File: src/rtl/uart_slave.sv
// UART peripheral on a 16-bit strobed slave bus: DATA, STATUS and BAUDDIV registers,
// a 4-entry transmit FIFO, and 8N1 transmit/receive engines sharing one baud divisor.
module uart_slave #(
  parameter logic [15:0] DEFAULT_DIV = 16'd434
) (
  input  logic        clk,
  input  logic        reset_n,
  input  logic [7:0]  slave_addr,
  input  logic [15:0] slave_write,
  output logic [15:0] slave_read,
  input  logic        slave_uds,
  input  logic        slave_lds,
  input  logic        slave_we,
  output logic        slave_ack,
  output logic        uart_tx,
  input  logic        uart_rx
);

  typedef enum logic [1:0] {TX_IDLE, TX_START, TX_DATA, TX_STOP} tx_state_e;
  typedef enum logic [1:0] {RX_IDLE, RX_START, RX_DATA, RX_STOP} rx_state_e;

  logic        armed_q, ack_q;
  logic [15:0] rd_q;
  logic [15:0] div_q;
  logic [7:0]  rx_data_q;
  logic        rx_valid_q, rx_ovr_q, tx_ovf_q, rx_ferr_q;

  logic [7:0]  fifo_mem_q [4];
  logic [1:0]  wr_ptr_q, rd_ptr_q;
  logic [2:0]  fifo_cnt_q;

  tx_state_e   tx_state_q;
  logic        tx_q;
  logic [15:0] tx_cnt_q, tx_div_q;
  logic [2:0]  tx_bit_q;
  logic [6:0]  tx_sh_q;

  rx_state_e   rx_state_q;
  logic        rx_m_q, rx_s_q, rx_p_q;
  logic [15:0] rx_cnt_q, rx_div_q;
  logic [2:0]  rx_bit_q;
  logic [7:0]  rx_sh_q;

  logic        strobe_s, acc_s, wr_s, rd_s;
  logic [1:0]  sel_s;
  logic        push_req_s, push_ok_s, pop_s, ovf_set_s, data_rd_s, stat_wr_s;
  logic        full_s, empty_s, tx_end_s, rx_half_s, rx_end_s, rx_stop_s;
  logic        rx_done_s, rx_ferr_s;
  logic [15:0] eff_div_s, status_s, rdata_s;

  assign slave_ack  = ack_q;
  assign slave_read = rd_q;
  assign uart_tx    = tx_q;

  // An access is taken on the first sampled edge only; strobes held through reset are ignored.
  assign strobe_s  = slave_uds | slave_lds;
  assign acc_s     = armed_q & strobe_s & ~ack_q;
  assign wr_s      = acc_s & slave_we;
  assign rd_s      = acc_s & ~slave_we;

  // Register decode on the full byte address so that odd addresses alias the even register.
  always_comb begin
    case (slave_addr)
      8'h00, 8'h01: sel_s = 2'd1;
      8'h02, 8'h03: sel_s = 2'd2;
      8'h04, 8'h05: sel_s = 2'd3;
      default:      sel_s = 2'd0;
    endcase
  end

  assign push_req_s = wr_s & (sel_s == 2'd1) & slave_lds;
  assign data_rd_s  = rd_s & (sel_s == 2'd1);
  assign stat_wr_s  = wr_s & (sel_s == 2'd2) & slave_lds;

  assign eff_div_s  = (div_q < 16'd16) ? 16'd16 : div_q;
  assign full_s     = (fifo_cnt_q == 3'd4);
  assign empty_s    = (fifo_cnt_q == 3'd0);
  assign tx_end_s   = (tx_cnt_q == tx_div_q - 16'd1);
  // The head byte stays in the FIFO while it is on the wire and is popped at the end of its stop bit.
  assign pop_s      = (tx_state_q == TX_STOP) & tx_end_s;
  assign push_ok_s  = push_req_s & (~full_s | pop_s);
  assign ovf_set_s  = push_req_s & full_s & ~pop_s;

  assign rx_half_s  = (rx_cnt_q == {1'b0, rx_div_q[15:1]} - 16'd1);
  assign rx_end_s   = (rx_cnt_q == rx_div_q - 16'd1);
  assign rx_stop_s  = (rx_state_q == RX_STOP) & rx_end_s;
  assign rx_done_s  = rx_stop_s & rx_s_q;
  assign rx_ferr_s  = rx_stop_s & ~rx_s_q;

  assign status_s = {9'd0, rx_ferr_q, tx_ovf_q, (tx_state_q != TX_IDLE), empty_s, full_s,
                     rx_ovr_q, rx_valid_q};

  // Read data mux for the addressed register.
  always_comb begin
    case (sel_s)
      2'd1:    rdata_s = {8'h00, rx_data_q};
      2'd2:    rdata_s = status_s;
      2'd3:    rdata_s = div_q;
      default: rdata_s = 16'h0000;
    endcase
  end

  // Bus handshake: acknowledge, read data capture and post-reset strobe arming.
  always_ff @(posedge clk or negedge reset_n) begin
    if (!reset_n) begin
      armed_q <= 1'b0;
      ack_q   <= 1'b0;
      rd_q    <= 16'h0000;
    end else begin
      armed_q <= armed_q | ~strobe_s;
      ack_q   <= armed_q & strobe_s;
      if (!(armed_q & strobe_s)) begin
        rd_q <= 16'h0000;
      end else if (acc_s) begin
        rd_q <= rdata_s;
      end
    end
  end

  // Control registers and sticky flags; a flag being set wins over a same-cycle clear.
  always_ff @(posedge clk or negedge reset_n) begin
    if (!reset_n) begin
      div_q      <= DEFAULT_DIV;
      rx_data_q  <= 8'h00;
      rx_valid_q <= 1'b0;
      rx_ovr_q   <= 1'b0;
      tx_ovf_q   <= 1'b0;
      rx_ferr_q  <= 1'b0;
    end else begin
      if (wr_s && sel_s == 2'd3 && slave_uds) div_q[15:8] <= slave_write[15:8];
      if (wr_s && sel_s == 2'd3 && slave_lds) div_q[7:0]  <= slave_write[7:0];
      if (ovf_set_s) tx_ovf_q <= 1'b1;
      else if (stat_wr_s && slave_write[5]) tx_ovf_q <= 1'b0;
      if (rx_ferr_s) rx_ferr_q <= 1'b1;
      else if (stat_wr_s && slave_write[6]) rx_ferr_q <= 1'b0;
      if (rx_done_s && rx_valid_q && !data_rd_s) rx_ovr_q <= 1'b1;
      else if (stat_wr_s && slave_write[1]) rx_ovr_q <= 1'b0;
      if (rx_done_s) begin
        rx_data_q  <= rx_sh_q;
        rx_valid_q <= 1'b1;
      end else if (data_rd_s) begin
        rx_valid_q <= 1'b0;
      end
    end
  end

  // Transmit FIFO storage and occupancy.
  always_ff @(posedge clk or negedge reset_n) begin
    if (!reset_n) begin
      for (int i = 0; i < 4; i++) fifo_mem_q[i] <= 8'h00;
      wr_ptr_q   <= 2'd0;
      rd_ptr_q   <= 2'd0;
      fifo_cnt_q <= 3'd0;
    end else begin
      if (push_ok_s) begin
        fifo_mem_q[wr_ptr_q] <= slave_write[7:0];
        wr_ptr_q             <= wr_ptr_q + 2'd1;
      end
      if (pop_s) rd_ptr_q <= rd_ptr_q + 2'd1;
      fifo_cnt_q <= fifo_cnt_q + {2'b00, push_ok_s} - {2'b00, pop_s};
    end
  end

  // Transmit FSM; the divisor is latched at each start bit.
  always_ff @(posedge clk or negedge reset_n) begin
    if (!reset_n) begin
      tx_state_q <= TX_IDLE;
      tx_q       <= 1'b1;
      tx_cnt_q   <= 16'd0;
      tx_div_q   <= 16'd16;
      tx_bit_q   <= 3'd0;
      tx_sh_q    <= 7'd0;
    end else begin
      case (tx_state_q)
        TX_IDLE: begin
          tx_q     <= 1'b1;
          tx_cnt_q <= 16'd0;
          if (!empty_s) begin
            tx_state_q <= TX_START;
            tx_q       <= 1'b0;
            tx_div_q   <= eff_div_s;
          end
        end
        TX_START: begin
          if (tx_end_s) begin
            tx_state_q <= TX_DATA;
            tx_cnt_q   <= 16'd0;
            tx_bit_q   <= 3'd0;
            tx_q       <= fifo_mem_q[rd_ptr_q][0];
            tx_sh_q    <= fifo_mem_q[rd_ptr_q][7:1];
          end else begin
            tx_cnt_q <= tx_cnt_q + 16'd1;
          end
        end
        TX_DATA: begin
          if (tx_end_s) begin
            tx_cnt_q <= 16'd0;
            if (tx_bit_q == 3'd7) begin
              tx_state_q <= TX_STOP;
              tx_q       <= 1'b1;
            end else begin
              tx_bit_q <= tx_bit_q + 3'd1;
              tx_q     <= tx_sh_q[0];
              tx_sh_q  <= {1'b0, tx_sh_q[6:1]};
            end
          end else begin
            tx_cnt_q <= tx_cnt_q + 16'd1;
          end
        end
        TX_STOP: begin
          if (tx_end_s) begin
            tx_cnt_q <= 16'd0;
            if (fifo_cnt_q > 3'd1 || push_ok_s) begin
              tx_state_q <= TX_START;
              tx_q       <= 1'b0;
              tx_div_q   <= eff_div_s;
            end else begin
              tx_state_q <= TX_IDLE;
            end
          end else begin
            tx_cnt_q <= tx_cnt_q + 16'd1;
          end
        end
        default: begin
          tx_state_q <= TX_IDLE;
          tx_q       <= 1'b1;
        end
      endcase
    end
  end

  // Receive synchroniser and FSM; the extra stage rx_p_q provides falling-edge detection.
  always_ff @(posedge clk or negedge reset_n) begin
    if (!reset_n) begin
      rx_m_q     <= 1'b1;
      rx_s_q     <= 1'b1;
      rx_p_q     <= 1'b1;
      rx_state_q <= RX_IDLE;
      rx_cnt_q   <= 16'd0;
      rx_div_q   <= 16'd16;
      rx_bit_q   <= 3'd0;
      rx_sh_q    <= 8'h00;
    end else begin
      rx_m_q <= uart_rx;
      rx_s_q <= rx_m_q;
      rx_p_q <= rx_s_q;
      case (rx_state_q)
        RX_IDLE: begin
          rx_cnt_q <= 16'd0;
          if (rx_p_q && !rx_s_q) begin
            rx_state_q <= RX_START;
            rx_div_q   <= eff_div_s;
          end
        end
        RX_START: begin
          if (rx_half_s) begin
            rx_cnt_q   <= 16'd0;
            rx_bit_q   <= 3'd0;
            rx_state_q <= rx_s_q ? RX_IDLE : RX_DATA;
          end else begin
            rx_cnt_q <= rx_cnt_q + 16'd1;
          end
        end
        RX_DATA: begin
          if (rx_end_s) begin
            rx_cnt_q <= 16'd0;
            rx_sh_q  <= {rx_s_q, rx_sh_q[7:1]};
            if (rx_bit_q == 3'd7) rx_state_q <= RX_STOP;
            else rx_bit_q <= rx_bit_q + 3'd1;
          end else begin
            rx_cnt_q <= rx_cnt_q + 16'd1;
          end
        end
        RX_STOP: begin
          if (rx_end_s) begin
            rx_cnt_q   <= 16'd0;
            rx_state_q <= RX_IDLE;
          end else begin
            rx_cnt_q <= rx_cnt_q + 16'd1;
          end
        end
        default: rx_state_q <= RX_IDLE;
      endcase
    end
  end

endmodule

File: config.mk
export PLATFORM = sky130hd
export DESIGN_NAME = uart_slave
export DESIGN_NICKNAME = d
export VERILOG_FILES = /design/src/rtl/uart_slave.sv
export SDC_FILE = /design/constraint.sdc
export NUM_CORES = 1
export LEC_CHECK = 0
export CAP_MARGIN = 20
export CORE_MARGIN = 3
export CORE_UTILIZATION = 61
export DETAILED_ROUTE_END_ITERATION = 10
export PLACE_DENSITY = 0.79
export SLEW_MARGIN = 20
export SYNTH_ARGS = -nofsm -noshare
export SYNTH_HDL_FRONTEND = slang
export SYNTH_SLANG_ARGS = --single-unit
File: constraint.sdc
create_clock -name clk -period 4.7 [get_ports clk]
set_input_delay 0.94 -clock clk [delete_from_list [all_inputs] [get_ports clk]]
set_output_delay 0.94 -clock clk [all_outputs]
set_load 0.03 [all_outputs]
Word level (Yosys, flattened, before mapping)
Index checks and enable logic that the tools add are counted.
Word-level totals
  memories: 0
  output and inout port bits: 18
  word-level logic and storage cells: 207
  bits in latches: 0
  input bits: 30
  memory bits (read-only): 0
  register bits after elaboration: 178
  bits in writable memories: 0
Cells by class
  multiply operators: 0
  shift-type cells: 0
  add/sub/neg operators: 11
  div/mod/pow operators: 0
  eq/ne operators: 34
  bitwise gates (word level): 27
  muxes and demuxes: 61
  order comparisons: 5
  reductions and logical operators: 38
Operator list (number)
  $mux 16: 9
  $pmux 16 s3: 2
  $pmux 16 s2: 2
  $eq 16x16->1: 3
  $add 16x1->16 const B: 2
  $bwmux 32: 1
  $sub 16x1->16 const B: 2
  $ne 2x2->1 const B: 13
  $mux 8: 3
  $mux 2: 11
  $mux 7: 3
  $mux 3: 6
  $and 1x1->1: 16
  $bmux 8 s2: 1
  $demux 8 s2: 1
  $eq 8x2->1 const B: 2
  $eq 8x3->1 const B: 2
  $lt 16x5->1 const B: 1
  $pmux 2 s4: 2
  $reduce_and 4->1: 4
  $reduce_bool 2->1: 8
  $sub 15x1->16 const B: 1
  $mux 1: 15
  $pmux 7 s2: 1
  28 further kinds: 65

Longest topological paths before layout
Gate-level depths: netlist of run 1.
  depth after elaboration: 11
  mapped depth: 15
  depth with buffers taken out: 14

Worst setup path after synthesis of run 1
OpenSTA, ideal clock, no wires.
  kind: input port to flip-flop
  start: input port slave_addr[3]
  end: register fifo_cnt_q[2]
  data arrival time: 3.740 ns
  setup slack: 0.838 ns
  stages on the path: 10
  data required time: 4.578 ns
  buffers on the path: 0
  cells stage by stage: nor4_1 > nand3_1 > nor4_2 > o21ai_4 > ha_1 > inv_1 > ha_1 > inv_1 > fa_1 > xor2_1
On the way
  word-level cells in the longest chain between the ends: 9
RTL lines
  start: declaration: RTL line 8  | input logic [7:0] slave_addr,
  $eq 8x3->1, or another cell as far along: RTL line 63  | case (slave_addr)
  $reduce_or 2->1: RTL line 63
  $pmux 2 s3 (*): RTL line 63
  $eq 2x1->1 (*): RTL line 71  | assign push_req_s = wr_s & (sel_s == 2'd1) & slave_lds;
  $and 1x1->1 (*) (2 in a row): RTL line 71
  $and 1x1->1 (*): RTL line 81  | assign push_ok_s = push_req_s & (~full_s | pop_s);
  $add 3x1->3 (*): RTL line 160  | fifo_cnt_q <= fifo_cnt_q + {2'b00, push_ok_s} - {2'b00, pop_s};
  $sub 3x1->3 (*): RTL line 160
  end signal: assignment: RTL line 160
  end: declaration: RTL line 30  | logic [2:0] fifo_cnt_q;
Every way passes the cells marked *; elsewhere a longest branch is shown, timed or not.
A chain may end at the register's enable or synchronous reset.

Worst setup path after layout of run 1
  start: register tx_div_q[2]
  end: register fifo_cnt_q[2]
On the way
  word-level cells in the longest chain between the ends: 7
RTL lines
  start: declaration: RTL line 34  | logic [15:0] tx_cnt_q, tx_div_q;
  start signal: assignment: RTL line 181  | tx_div_q <= eff_div_s;
  start signal: assignment: RTL line 216  | tx_div_q <= eff_div_s;
  $sub 16x1->16 (*): RTL line 78  | assign tx_end_s = (tx_cnt_q == tx_div_q - 16'd1);
  $eq 16x16->1 (*): RTL line 78
  $and 1x1->1 (*): RTL line 80  | assign pop_s = (tx_state_q == TX_STOP) & tx_end_s;
  $or 1x1->1: RTL line 81
  $and 1x1->1: RTL line 81
  $add 3x1->3: RTL line 160
  $sub 3x1->3 (*): RTL line 160
Marks and branches as above.

==> results.cfg, run 1 <==
[clocking]
cts_tree = done
root_buffer = clkbuf_16
clockBufferDepth = 2
h-tree-depth = 4
cts_buffers = 17
cts_resized = 0
clk_latency_ns = 0.44
clock-sinks = 178
clk_pin_slew_ns = 0.07
hold_buffers = 0
cts_setup_buffers = 0

[run]
cap_violations = 0

[sta]
hold_viol = 0
worst_pin_slew_ns = 0.912
slew_violations = 0
layout_setup_ws_ns = 0.703
rsz0062_at_grt = no
finalCritPeriodShare_pct = 85.0
clock.fmax_ghz = 0.250
fin_worst_skew_ns = 0.0118
holdWs_ns = 0.357
fin_tns_setup_ns = 0
finalSetupViolCount = 0
fin_crit_ns = 4.00
relSlewSlack_pct = 37.7

[grt]
grt_pass1_wl_um = 35200
gr-total-overflow = 0
grt_pass1_vias = 6830
track_usage_pct = 25.5
grt_max_degree = 103
antenna_found_initial = 0

[die]
die_x_um = 131
rows = 45
io-pin-count = 48
dieArea_mm2 = 0.0172
coreArea_mm2 = 0.0153
die_y_um = 131
initial_utilization_pct = 62.7

[pwr]
p_int_w = 0.00257
power_frac_comb_pct = 14.4
vdd_ir_drop_max_v = 0.000285
switching_share_pct = 28.7
power.leakage_nw = 4.89
p_seq_share_pct = 45.7
power_density_mw_per_mm2 = 335
p_sw_w = 0.00104
clock_power_share_pct = 39.9

[drt]
antenna_left = 0
vias_per_cell = 6.06
drt_iter0_markers = 437
met3_length_um = 973
dr_wl_met2_um = 10300
drc = 0
vias = 6797
wl_met1_um = 9550
wirelength_um = 21200
wl_per_cell_um = 18.9
top_layer = met4
first_pass_iters = 8

[worst_setup_path]
cp.arrival_ns = 4.32
startpoint_type = flip-flop
required_ns = 5.03
worstPathMaxFanout = 8
end_kind = flip-flop
critPathKind = flip-flop to flip-flop

[synth]
ys_warn_count = 0
yosys_register_bits = 178
yosysSeqAreaShare_pct = 46.7
ys_types = 70
netlist_area_mm2 = 0.00956
synthCells = 868
synth-main-ff-cell = dfrtp_1
synth_edf_count = 0
avgSynthCellArea_um2 = 11.0
syn_nets = 919
async_flop_share_pct = 100

[placed_design]
preCtsSetupSlack_ns = 0.734
routabilityCongestion = 0.918
numPortBuffers = 46
dpl.hpwl_um = 15300

[final_layout]
antennaDiodeCount = 0
drive_above_1_share_pct = 19.7
final_common_cell = dfrtp_1
layout_common_cells = 167 x dfrtp_1, 95 x mux2_2, 64 x nor2_1
nNetsFinal = 948
area_growth_pct = 12.5

[hold_path]
worstHoldPathType = flip-flop to flip-flop

[run_status]
status = finished, final reports clean
-- Yosys cell counts, types with 12 or more instances --
| cell type | count | area share, % |
|---|---|---|
| nor3_1 | 17 | 0.89 |
| nor2_1 | 64 | 2.5 |
| xor2_1 | 37 | 3.4 |
| nand3_1 | 26 | 1.4 |
| nand4_1 | 12 | 0.78 |
| a21oi_1 | 20 | 1.0 |
| o21ai_0 | 32 | 1.7 |
| mux2_2 | 95 | 11 |
| dfrtp_1 | 167 | 44 |
| clkbuf_1 | 32 | 1.3 |
| mux2i_1 | 18 | 1.9 |
| nor2b_1 | 15 | 0.98 |
| nor4_1 | 12 | 0.78 |
| inv_1 | 27 | 1.1 |
| ha_1 | 20 | 2.6 |
| xnor2_1 | 50 | 4.6 |
| nand2_1 | 51 | 2.0 |
-- state kept, by name, summed over array words and instances (netlist names), 2 cells and up, named ones only --
name and count:
tx_bit_q 3, rx_bit_q 3, rx_data_q 8, div_q 16
wr_ptr_q 2, fifo_mem_q 32, tx_div_q 16, tx_sh_q 7
rx_cnt_q 16, rx_div_q 16, rd_ptr_q 2, tx_state_q 2
slave_read 16, tx_cnt_q 16, fifo_cnt_q 3, rx_sh_q 8
-- per-stage QoR --
stage          utilization [%]  std cells  instance area, um^2  total power (W)
6_report                  70.5       1121                10800          0.00361
5_1_grt                   70.5       1121                10800          0.00374
4_1_cts                   70.5       1121                10800          0.00362
3_5_place_dp              66.6       1089                10200          0.00219
3_3_place_gp              66.6       1089                10200          0.00217
2_1_floorplan                -        868                 9560          0.00205
-- power by group through the flow --
stage | Clock [W] | Sequential [W] | Combinational, W
2_1_floorplan | 0 | 0.00162 | 0.000424
3_3_place_gp | 0 | 0.00167 | 0.000498
3_5_place_dp | 0 | 0.00168 | 0.000512
4_1_cts | 0.00145 | 0.00165 | 0.000517
5_1_grt | 0.00152 | 0.00166 | 0.000570
6_report | 0.00144 | 0.00165 | 0.000519
-- critical path: stages, from the launching register on --
cell and delay [ns]:
dfrtp_1 0.49, nor4_2 0.48, a21oi_1 0.12, or4_1 0.50
or4b_1 0.50, nor4b_2 0.56, o21ai_4 0.15, ha_1 0.31
inv_1 0.06, ha_1 0.13, inv_1 0.05, fa_1 0.37
xor2_1 0.17
-- kinds of logic (layout without fill, tap and decap cells) --
kind of cell / after synthesis / after routing / share of synthesized area, %
and+or+nand+nor: 274 / 274 / 15.5
DFF: 178 / 178 / 46.7
muxes: 123 / 123 / 15.2
AOI/OAI and AO/OA: 114 / 114 / 8.63
xor gates and xnor gates: 87 / 87 / 7.97
buffers and inverters: 71 / 113 / 3.21
adders and majority gates: 21 / 21 / 2.83
-- layer usage --
layer  global-route usage [%]  vias up
li1                         -     3155
met1                     34.6     3409
met2                     41.8      201
met3                     5.32       32
met4                     7.70        0
met5                        0        -
-- area by class of cell --
| class | count | area (um^2) |
|---|---|---|
| Clock buffer | 18 | 439 |
| Clock inverter | 14 | 161 |
| Fill cell | 1075 | 4500 |
| Inverter | 27 | 101 |
| Multi-Input combinational cell | 619 | 4800 |
| Sequential cell | 178 | 4470 |
| Tap cell | 211 | 264 |
| Timing Repair Buffer | 54 | 522 |
-- path summary, 6_finish.rpt --
| check | start | end | slack (ns) | cells past startpoint |
|---|---|---|---|---|
| setup / recovery | tx_div_q[2] | fifo_cnt_q[2] | 0.70 | 12 |
| hold reg to reg | rx_m_q | rx_s_q | 0.36 | 0 |
| min in group asynchronous | reset_n | rx_cnt_q[4] | 0.59 | 1 |
| setup reg to reg | tx_div_q[2] | fifo_cnt_q[2] | 0.70 | 12 |
| hold / removal | rx_m_q | rx_s_q | 0.36 | 0 |
| max in group asynchronous | reset_n | tx_div_q[4] | 3.07 | 2 |
Note: power is estimated with default switching activity, not from simulation.
==> run 2: changes to the inputs <==
- CORE_ASPECT_RATIO: default -> 0.75
==> run 2 against run 1 <==
Compared with the run above: register-to-register slack worse by 0.05 ns; clock-buffer cell count unchanged; global-route usage up 1.7 points; worst hold slack about the same; non-clock buffer count down 1; clock power about the same; combinational power up 3%; sequential share of layout area up 0.092 points; total power up 0.14%; fmax down 1.2%; utilization up 1.6 points; critical path type unchanged; largest cell class unchanged; largest power group unchanged; highest routed layer unchanged.
==> results.cfg, run 2 (synthesized netlist as in run 1, its figures left out) <==
[run_status]
status = finished, final reports clean

[final_layout]
drive_above_1_share_pct = 19.5
n_fill_cell = 1025
nNetsFinal = 947
area_growth_pct = 12.2
antennaDiodeCount = 0
final_common_cell = dfrtp_1
stdcell_count = 1109
largest_reg_flops = 32
layout_common_cells = 167 x dfrtp_1, 95 x mux2_2, 64 x nor2_1
regMostFlops = fifo_mem_q

[die]
die_y_um = 114
dieArea_mm2 = 0.0172
die_x_um = 151
coreArea_mm2 = 0.0149
rows = 38
initial_utilization_pct = 64.3
io-pin-count = 48

[sta]
clock.fmax_ghz = 0.247
hold_viol = 0
finalCritPeriodShare_pct = 86.1
finalSetupViolCount = 0
fin_tns_setup_ns = 0
rsz0062_at_grt = no
relSlewSlack_pct = 38.9
fin_worst_skew_ns = 0.0104
worst_pin_slew_ns = 0.917
fin_crit_ns = 4.05
slew_violations = 0

[placed_design]
routabilityCongestion = 0.968
numPlacedInstances = 1077
dpl.hpwl_um = 15700
numPortBuffers = 46

[grt]
gr-total-overflow = 0
antenna_found_initial = 0
track_usage_pct = 27.2
grt_pass1_vias = 7032
grt_max_degree = 115
grt_pass1_wl_um = 36400

[clocking]
clock-sinks = 178
clk_latency_ns = 0.44
clk_pin_slew_ns = 0.07
root_buffer = clkbuf_16
cts_setup_buffers = 0
clockBufferDepth = 2
cts_resized = 0
cts_tree = done
hold_buffers = 0
cts_buffers = 17
h-tree-depth = 4

[pwr]
vdd_ir_drop_max_v = 0.000335
power.leakage_nw = 4.89
power_density_mw_per_mm2 = 336
p_int_w = 0.00256
clock_power_share_pct = 39.6
p_seq_share_pct = 45.6
switching_share_pct = 29.2
p_sw_w = 0.00105
power_frac_comb_pct = 14.8

[drt]
antenna_left = 0
drt_iter0_markers = 544
vias = 6911
vias_per_cell = 6.23
first_pass_iters = 5
wirelength_um = 22100
drc = 0
wl_per_cell_um = 19.9

[hold_path]
min_from = rx_m_q
worstHoldPathType = flip-flop to flip-flop

[worst_setup_path]
required_ns = 5.02
critPathKind = flip-flop to flip-flop
startpoint_type = flip-flop
reg2reg_setup_slack_ns = 0.65
r2r-start = tx_div_q[2]
worstPathMaxFanout = 8
crit_path_start = tx_div_q[2]
cp.arrival_ns = 4.37
end_kind = flip-flop

[run]
cap_violations = 0
## run 2: cell count changes in the layout (fill, tap and decap cells not counted)
cell,before,now
buf_4,8,7
buf_6,1,0
clkbuf_1,0,1
clkinv_8,1,2
inv_8,5,4
## run 2: final timing paths
check                                      to  cells past startpoint
worst max-delay path            fifo_cnt_q[2]                     12
worst min-delay path                   rx_s_q                      0
worst max register to register  fifo_cnt_q[2]                     12
worst min register to register         rx_s_q                      0
max in group asynchronous              rx_s_q                      2
min in group asynchronous        tx_cnt_q[11]                      1
## run 2: metrics by stage
stage | area (um^2) | power (W) | utilization [%] | setup slack [ns] | hold slack, ns
floorplan | 9560 | 0.00205 | - | 0.838 | 0.345
global placement | 10100 | 0.00217 | 68.1 | 0.685 | 0.346
detailed placement | 10100 | 0.00220 | 68.1 | 0.635 | 0.348
CTS | 10700 | 0.00362 | 72.1 | 0.711 | 0.358
global route | 10700 | 0.00376 | 72.1 | 0.420 | 0.363
finish | 10700 | 0.00361 | 72.1 | 0.654 | 0.357
## run 2: area by class of cell
class                           instances  area [um^2]  area share (%)
Clock inverter                         14          166            1.55
Tap cell                              200          250            2.33
Sequential cell                       178         4470            41.6
Timing Repair Buffer                   53          517            4.81
Inverter                               27          101           0.944
Clock buffer                           18          429            4.00
Multi-Input combinational cell        619         4800            44.7
## run 2: power by group through the flow
| stage | logic [W] | registers, W | clock network [W] |
|---|---|---|---|
| floorplan | 0.000424 | 0.00162 | 0 |
| global placement | 0.000502 | 0.00167 | 0 |
| detailed placement | 0.000524 | 0.00167 | 0 |
| CTS | 0.000529 | 0.00164 | 0.00144 |
| global route | 0.000594 | 0.00165 | 0.00152 |
| finish | 0.000534 | 0.00165 | 0.00143 |
## run 2: metal layers
metal | global-route usage (%) | wire, um | vias to the layer above
met2 | 43.9 | 10600 | 225
met5 | 0 | 0 | -
met3 | 6.17 | 1330 | 42
met4 | 7.79 | 376 | 0
met1 | 37.4 | 9810 | 3494
li1 | - | - | 3150
## run 2: worst max-delay path, stage by stage (launching register included)
cell and delay (ns):
dfrtp_1 0.49, nor4_4 0.44, a21oi_1 0.12, or4_1 0.56, or4b_1 0.49, nor4b_2 0.58
o21ai_4 0.16, ha_1 0.32, inv_1 0.06, ha_1 0.13, inv_1 0.04, fa_1 0.37
xor2_1 0.17
